[src/rtl/branch_sequencer.sv]
// branch_sequencer: four-state fetch/decode/wait/update sequencer that
// advances a 64-bit PC by 4 or by a sign-extended branch offset.
// Handles B (imm26), CBZ and B.LT (imm19). Condition flags for CBZ/B.LT
// are sampled from the datapath once flags_valid is seen.
// Optional: define BRANCH_SEQUENCER_COUNT_EN to add a 32-bit taken_count
// output that counts taken branches.
module branch_sequencer (
    input  logic        clk,
    input  logic        rst,
    input  logic [31:0] instruction,
    input  logic        instr_valid,
    output logic        instr_ready,
    input  logic        flags_valid,
    input  logic        zero,
    input  logic        negative,
    input  logic        overflow,
    output logic [63:0] PC,
    output logic        BrTaken,
    output logic        UncondBr,
`ifdef BRANCH_SEQUENCER_COUNT_EN
    output logic [31:0] taken_count,
`endif
    output logic        busy
);

    typedef enum logic [1:0] {
        FETCH,
        DECODE,
        WAIT_FLAGS,
        UPDATE
    } state_t;

    state_t      state;
    state_t      state_next;
    logic [31:0] instr_q;
    logic        zero_q;
    logic        neg_q;
    logic        ovf_q;
    logic        load_instr;
    logic        load_flags;
    logic        is_b;
    logic        is_cbz;
    logic        is_blt;
    logic        taken;
    logic [63:0] offset;

    // Classify the held word and form the branch decision and offset.
    // Flags are only consulted for CBZ/B.LT, which always pass through
    // WAIT_FLAGS, so the flag register is always fresh when it matters.
    always_comb begin
        is_b   = (instr_q[31:26] == 6'b000101);
        is_cbz = (instr_q[31:24] == 8'b10110100);
        is_blt = (instr_q[31:24] == 8'b01010100) && (instr_q[4:0] == 5'b01011);
        taken  = is_b || (is_cbz && zero_q) || (is_blt && (neg_q != ovf_q));
        if (is_b) begin
            offset = {{36{instr_q[25]}}, instr_q[25:0], 2'b00};
        end else begin
            offset = {{43{instr_q[23]}}, instr_q[23:5], 2'b00};
        end
    end

    // State register.
    always_ff @(posedge clk or posedge rst) begin
        if (rst) begin
            state <= FETCH;
        end else begin
            state <= state_next;
        end
    end

    // Next-state logic and per-state outputs.
    always_comb begin
        state_next  = state;
        instr_ready = 1'b0;
        busy        = 1'b1;
        BrTaken     = 1'b0;
        UncondBr    = 1'b0;
        load_instr  = 1'b0;
        load_flags  = 1'b0;
        case (state)
            FETCH: begin
                instr_ready = 1'b1;
                busy        = 1'b0;
                if (instr_valid) begin
                    load_instr = 1'b1;
                    state_next = DECODE;
                end
            end
            DECODE: begin
                if (is_cbz || is_blt) begin
                    state_next = WAIT_FLAGS;
                end else begin
                    state_next = UPDATE;
                end
            end
            WAIT_FLAGS: begin
                if (flags_valid) begin
                    load_flags = 1'b1;
                    state_next = UPDATE;
                end
            end
            UPDATE: begin
                BrTaken    = taken;
                UncondBr   = is_b;
                state_next = FETCH;
            end
            default: begin
                state_next = FETCH;
            end
        endcase
    end

    // Held instruction: loaded only on acceptance in FETCH.
    always_ff @(posedge clk or posedge rst) begin
        if (rst) begin
            instr_q <= '0;
        end else if (load_instr) begin
            instr_q <= instruction;
        end
    end

    // Condition flags sampled when the datapath reports them valid.
    always_ff @(posedge clk or posedge rst) begin
        if (rst) begin
            zero_q <= 1'b0;
            neg_q  <= 1'b0;
            ovf_q  <= 1'b0;
        end else if (load_flags) begin
            zero_q <= zero;
            neg_q  <= negative;
            ovf_q  <= overflow;
        end
    end

    // Program counter: changes only on the UPDATE edge, wrapping mod 2^64.
    always_ff @(posedge clk or posedge rst) begin
        if (rst) begin
            PC <= '0;
        end else if (state == UPDATE) begin
            PC <= PC + (taken ? offset : 64'd4);
        end
    end

`ifdef BRANCH_SEQUENCER_COUNT_EN
    // Taken-branch counter, wraps at 2^32.
    always_ff @(posedge clk or posedge rst) begin
        if (rst) begin
            taken_count <= '0;
        end else if (state == UPDATE && taken) begin
            taken_count <= taken_count + 32'd1;
        end
    end
`endif

endmodule

[config.mk]
export PLATFORM = sky130hd
export DESIGN_NAME = branch_sequencer
export DESIGN_NICKNAME = d
export VERILOG_FILES = /design/src/rtl/branch_sequencer.sv
export SDC_FILE = /design/constraint.sdc
export NUM_CORES = 1
export LEC_CHECK = 0
export ABC_AREA = 1
export BUFFER_PORTS_ARGS = -buffer_cell sky130_fd_sc_hd__buf_2
export CAP_MARGIN = 10
export CELL_PAD_IN_SITES_DETAIL_PLACEMENT = 1
export CELL_PAD_IN_SITES_GLOBAL_PLACEMENT = 1
export CORE_AREA = 2 2 167 128
export CTS_BUF_LIST = sky130_fd_sc_hd__clkbuf_2
export CTS_CLUSTER_DIAMETER = 30
export DETAILED_ROUTE_END_ITERATION = 16
export DIE_AREA = 0 0 169 130
export HOLD_SLACK_MARGIN = 0.03
export PLACE_DENSITY = 0.92
export SETUP_SLACK_MARGIN = 0.05
export SLEW_MARGIN = 10
export SYNTH_ARGS = -nofsm -noshare
export SYNTH_HDL_FRONTEND = slang
export SYNTH_SLANG_ARGS = --single-unit
[constraint.sdc]
create_clock -name clk -period 4.6 [get_ports clk]
set_input_delay 0.23 -clock clk [delete_from_list [all_inputs] [get_ports clk]]
set_output_delay 0.23 -clock clk [all_outputs]
set_load 0.01 [all_outputs]
==> Implementation_results.wiki <==
{| class="wikitable"
! Metric !! Value
|-
| Number of CTS-inserted buffers || 9
|-
| Sw Ratio || 0.538
|-
| Flip-flop cell with the highest count after synthesis || dfrtp_1
|-
| Final count of pins violating max slew || 0
|-
| Aggregate routed wire length || 40100 µm
|-
| Layout fillers || between 2000 and 3000
|-
| Port-buffer cells || 104
|-
| Share of final-layout standard cells stronger than drive strength 1 || 0.139
|-
| Number of enable flip-flop cells after synthesis || 0
|-
| Number of global-route vias before repair || 10400
|-
| Seq cells post-synth || 99
|-
| Clock period minus worst slack || around 4800 ps
|-
| Die Width || 169 µm
|-
| Maximum clock path buffer count || 2
|-
| Async set-or-reset flop fraction in the synthesized netlist || 1.00
|-
| Run status || finished, violations left
|-
| Power share of the sequential group || 0.396
|-
| Internal power summed over all cells || approximately 2100 µW
|-
| Setup violations, final || 16
|-
| Worst setup SP type || flip-flop
|-
| Overall die area || between 20000 and 25000 µm²
|-
| Final-stage net count || 1571
|-
| Worst Setup End Kind || flip-flop
|-
| Height of the chip || 130 µm
|-
| Share of power burned in the clock network || 0.115
|-
| Portion of synthesized cell area occupied by the leading cell type || 0.287
|-
| Worst clock skew on the final layout || 119 ps
|-
| Cell breakdown of the critical path || inv_1 > nand2_1 > nor2_1 > nand2_1 > buf_8 > clkinvlp_4 > buf_4 > nand2_1 > nand2_1 > ha_1 > nand2_1 > nor2_1 > inv_1 > nor2_1 > nand3_1 > o21ai_0 > nand2_1 > nand2_1 > nand2_1 > nand2_1 > xor2_1 > o21ai_0
|-
| Register area || 2480 µm²
|-
| Relative area change from synthesis to final layout || 16.3%
|-
| Combined area of the multi-input logic cells || between 5000 and 6000 µm²
|-
| Clock insertion delay at the later pin of the skew report || approximately 780 ps
|-
| Post-route DRC violation count || 0
|-
| Power Dens Cells || 457 nW/µm²
|-
| Starting Density || 0.418
|-
| Final Hold Vio Count || 0
|-
| Vias per inst || 6.12
|-
| H-Tree Depth || 3
|-
| Largest net degree at the start of global routing || 63
|-
| Netlist cell types || 39
|-
| CP Launch Point || instr_q[27]
|-
| Total Negative Setup Slacks || -1390 ps
|-
| Post-Layout Cell Count || 1774
|-
| Clk Tree Root Cell || clkbuf_2
|-
| Top cells by instance count after synthesis || nand2_1, inv_1, nor2_1
|-
| Worst setup path category || reg -> reg
|-
| Worst relative slew slack || 0.373
|-
| Number of warning messages in the yosys log || 0
|-
| Iteration count of the initial detailed-routing pass || 6
|-
| HP Class || in -> async
|-
| Highest attainable clock frequency || approximately 0.21 GHz
|-
| Final core utilization || 0.486
|-
| Net switching power of the design || 2460 µW
|-
| Failing checks || negative setup slack
|-
| Reg-to-reg startpoint || instr_q[27]
|-
| CP max-delay cell || dfrtp_1
|-
| Cell with the most instances after synthesis || nand2_1
|-
| Stage delay of the slowest cell on the critical path || 620 ps
|-
| Average wire length per cell after detail routing || 22.6 µm
|-
| Post-synthesis cell type with the largest combined area || dfrtp_1
|-
| Period Utilization, post-route || 1.04
|-
| Power share of the combinational group || 0.489
|-
| Ports placed on the boundary || 107
|-
| Core ar. || 20600 µm²
|-
| Leading post-synthesis cells by cell area || dfrtp_1, nand2_1, inv_1, nand3_1, nor2_1
|-
| Clock transition at the register clock pins on the worst setup and hold paths after CTS || 450 ps
|-
| Number of standard-cell rows in the floorplan || 46
|-
| Setup repair after global routing missed its margin || yes
|-
| Global-route wire length before repair || around 58000 µm
|-
| Critical Path RT || 5200 ps
|-
| Detail Route Antenna Nets || 0
|-
| Worst Path Arrival || 5390 ps
|-
| Worst path setup slack after routing || -185 ps
|-
| Number of clock sinks || 99
|-
| Worst IR Drop VDD || 0.199 mV
|-
| Share of synthesized area occupied by flip-flops and latches || 0.287
|-
| Worst Path Max Fanout || 28
|-
| Final weighted congestion of routability-driven global placement || 0.954
|-
| HPWL Detailed || around 26000 µm
|-
| Via count of the routed design || 10900
|-
| Cell occurring most often along the worst timing path || nand2_1
|-
| Mean post-synth cell area || about 6.3 µm²
|-
| Total global routing track utilization || 0.344
|-
| CTS tree || done
|-
| Cells after synthesis || approximately 1400
|-
| Leakage power || 0.00545 µW
|-
| Initial antenna violation count || 2
|-
| Transition time at the pin with the least slew margin || 929 ps
|-
| Placed insts || 1712
|-
| Initial drt markers || ~1500
|-
| Total global routing overflow || 0
|-
| Netlist area before placement || around 8600 µm²
|-
| Max_cap viols || 0
|}
## power by group through the flow
stage | Combinational (µW) | Clock, µW | Sequential, µW
floorplan | 1260 | 0 | 1680
global route | 2430 | 546 | 1850
detailed placement | 2000 | 0 | 1760
finish | 2240 | 526 | 1810
global placement | 1890 | 0 | 1730
CTS | 2060 | 499 | 1740
## stage by stage
step	power [µW]	instance area [µm²]	setup WS (ps)	hold WS, ps
floorplan	2940	8620	1050	380
detailed placement	3760	9380	351	451
global route	4830	10000	-286	190
CTS	4300	9920	301	220
global placement	3620	9380	635	442
finish	4580	10000	-185	91.5
## state kept, by name (all words and copies together) (netlist names)
name / count
PC: 62
instr_q: 32
neg_q: 1
ovf_q: 1
state: 2
zero_q: 1
## worst paths after layout
check	end	slack, ps	cells after the start
min in group clk	instr_q[30]	210	4
hold / removal	instr_q[23]	90	3
setup reg to reg	PC[33]	-190	22
max in group asynchronous	PC[23]	3350	4
setup / recovery	PC[33]	-190	22
hold reg to reg	PC[63]	570	2
## metal layers
metal	wire [µm]	up-vias	global-route usage
li1	-	4700	-
met1	15900	5126	0.447
met2	17100	813	0.540
met3	4620	212	0.0867
met4	2410	2	0.166
met5	13	-	0
## logic make-up after synthesis
group                    after synthesis  share of synthesized area
AND/OR/NAND/NOR                      748                      0.362
AO/OA/AOI/OAI                        200                      0.137
multiplexers                          25                     0.0327
adder cells (fa/ha/maj)               30                     0.0444
XOR/XNOR                              27                     0.0274
buffers and inverters                238                      0.109
flip-flops                            99                      0.287
other                                  1                   0.000435
## placed cells by master, fill, tap and decap left out, types with 3 or more instances in the layout
master,Yosys,routed
nor2_2,14,16
xnor2_1,10,10
o41ai_1,33,33
nor2_1,145,141
dfrtp_1,99,99
clkinv_1,3,3
ha_1,29,27
o21ai_1,12,13
inv_1,189,188
nand4_1,20,20
nand2_1,414,414
xor2_1,17,17
a21oi_2,0,3
or2_2,4,4
inv_2,8,8
o21bai_1,5,3
o21ai_0,69,67
buf_2,8,104
diode_2,0,3
buf_4,2,13
dlygate4sd3_1,0,41
nand3_1,136,134
clkbuf_2,0,9
clkinvlp_4,0,3
mux2_2,25,25
a21oi_1,61,58
a31oi_1,14,13
nand2_2,6,6
## critical path: cells and delay by family (launching register included)
family,cells,cell delay [ps]
xor gates and xnor gates,1,260
buffers and inverters,5,880
and+or+nand+nor,13,2020
AOI/OAI and AO/OA,2,400
DFF,1,620
adders and majority gates,1,410
## timing repair
action	4_1_cts	5_1_grt
endpoints found under the hold margin	98	0
endpoints found under the setup margin	0	40
setup buffers	0	2
hold buffers	41	0
gates resized for setup	0	23
## layout make-up
type | count | share of cell area
Multi-Input combinational cell | 1032 | 0.526
Inverter | 200 | 0.0756
Timing Repair Buffer | 160 | 0.106
Clock inverter | 7 | 0.00762
Clock buffer | 9 | 0.00450
Tap cell | 264 | 0.0330
Antenna cell | 3 | 0.000749
Sequential cell | 99 | 0.247
Note: power is estimated with default switching activity, not from simulation.
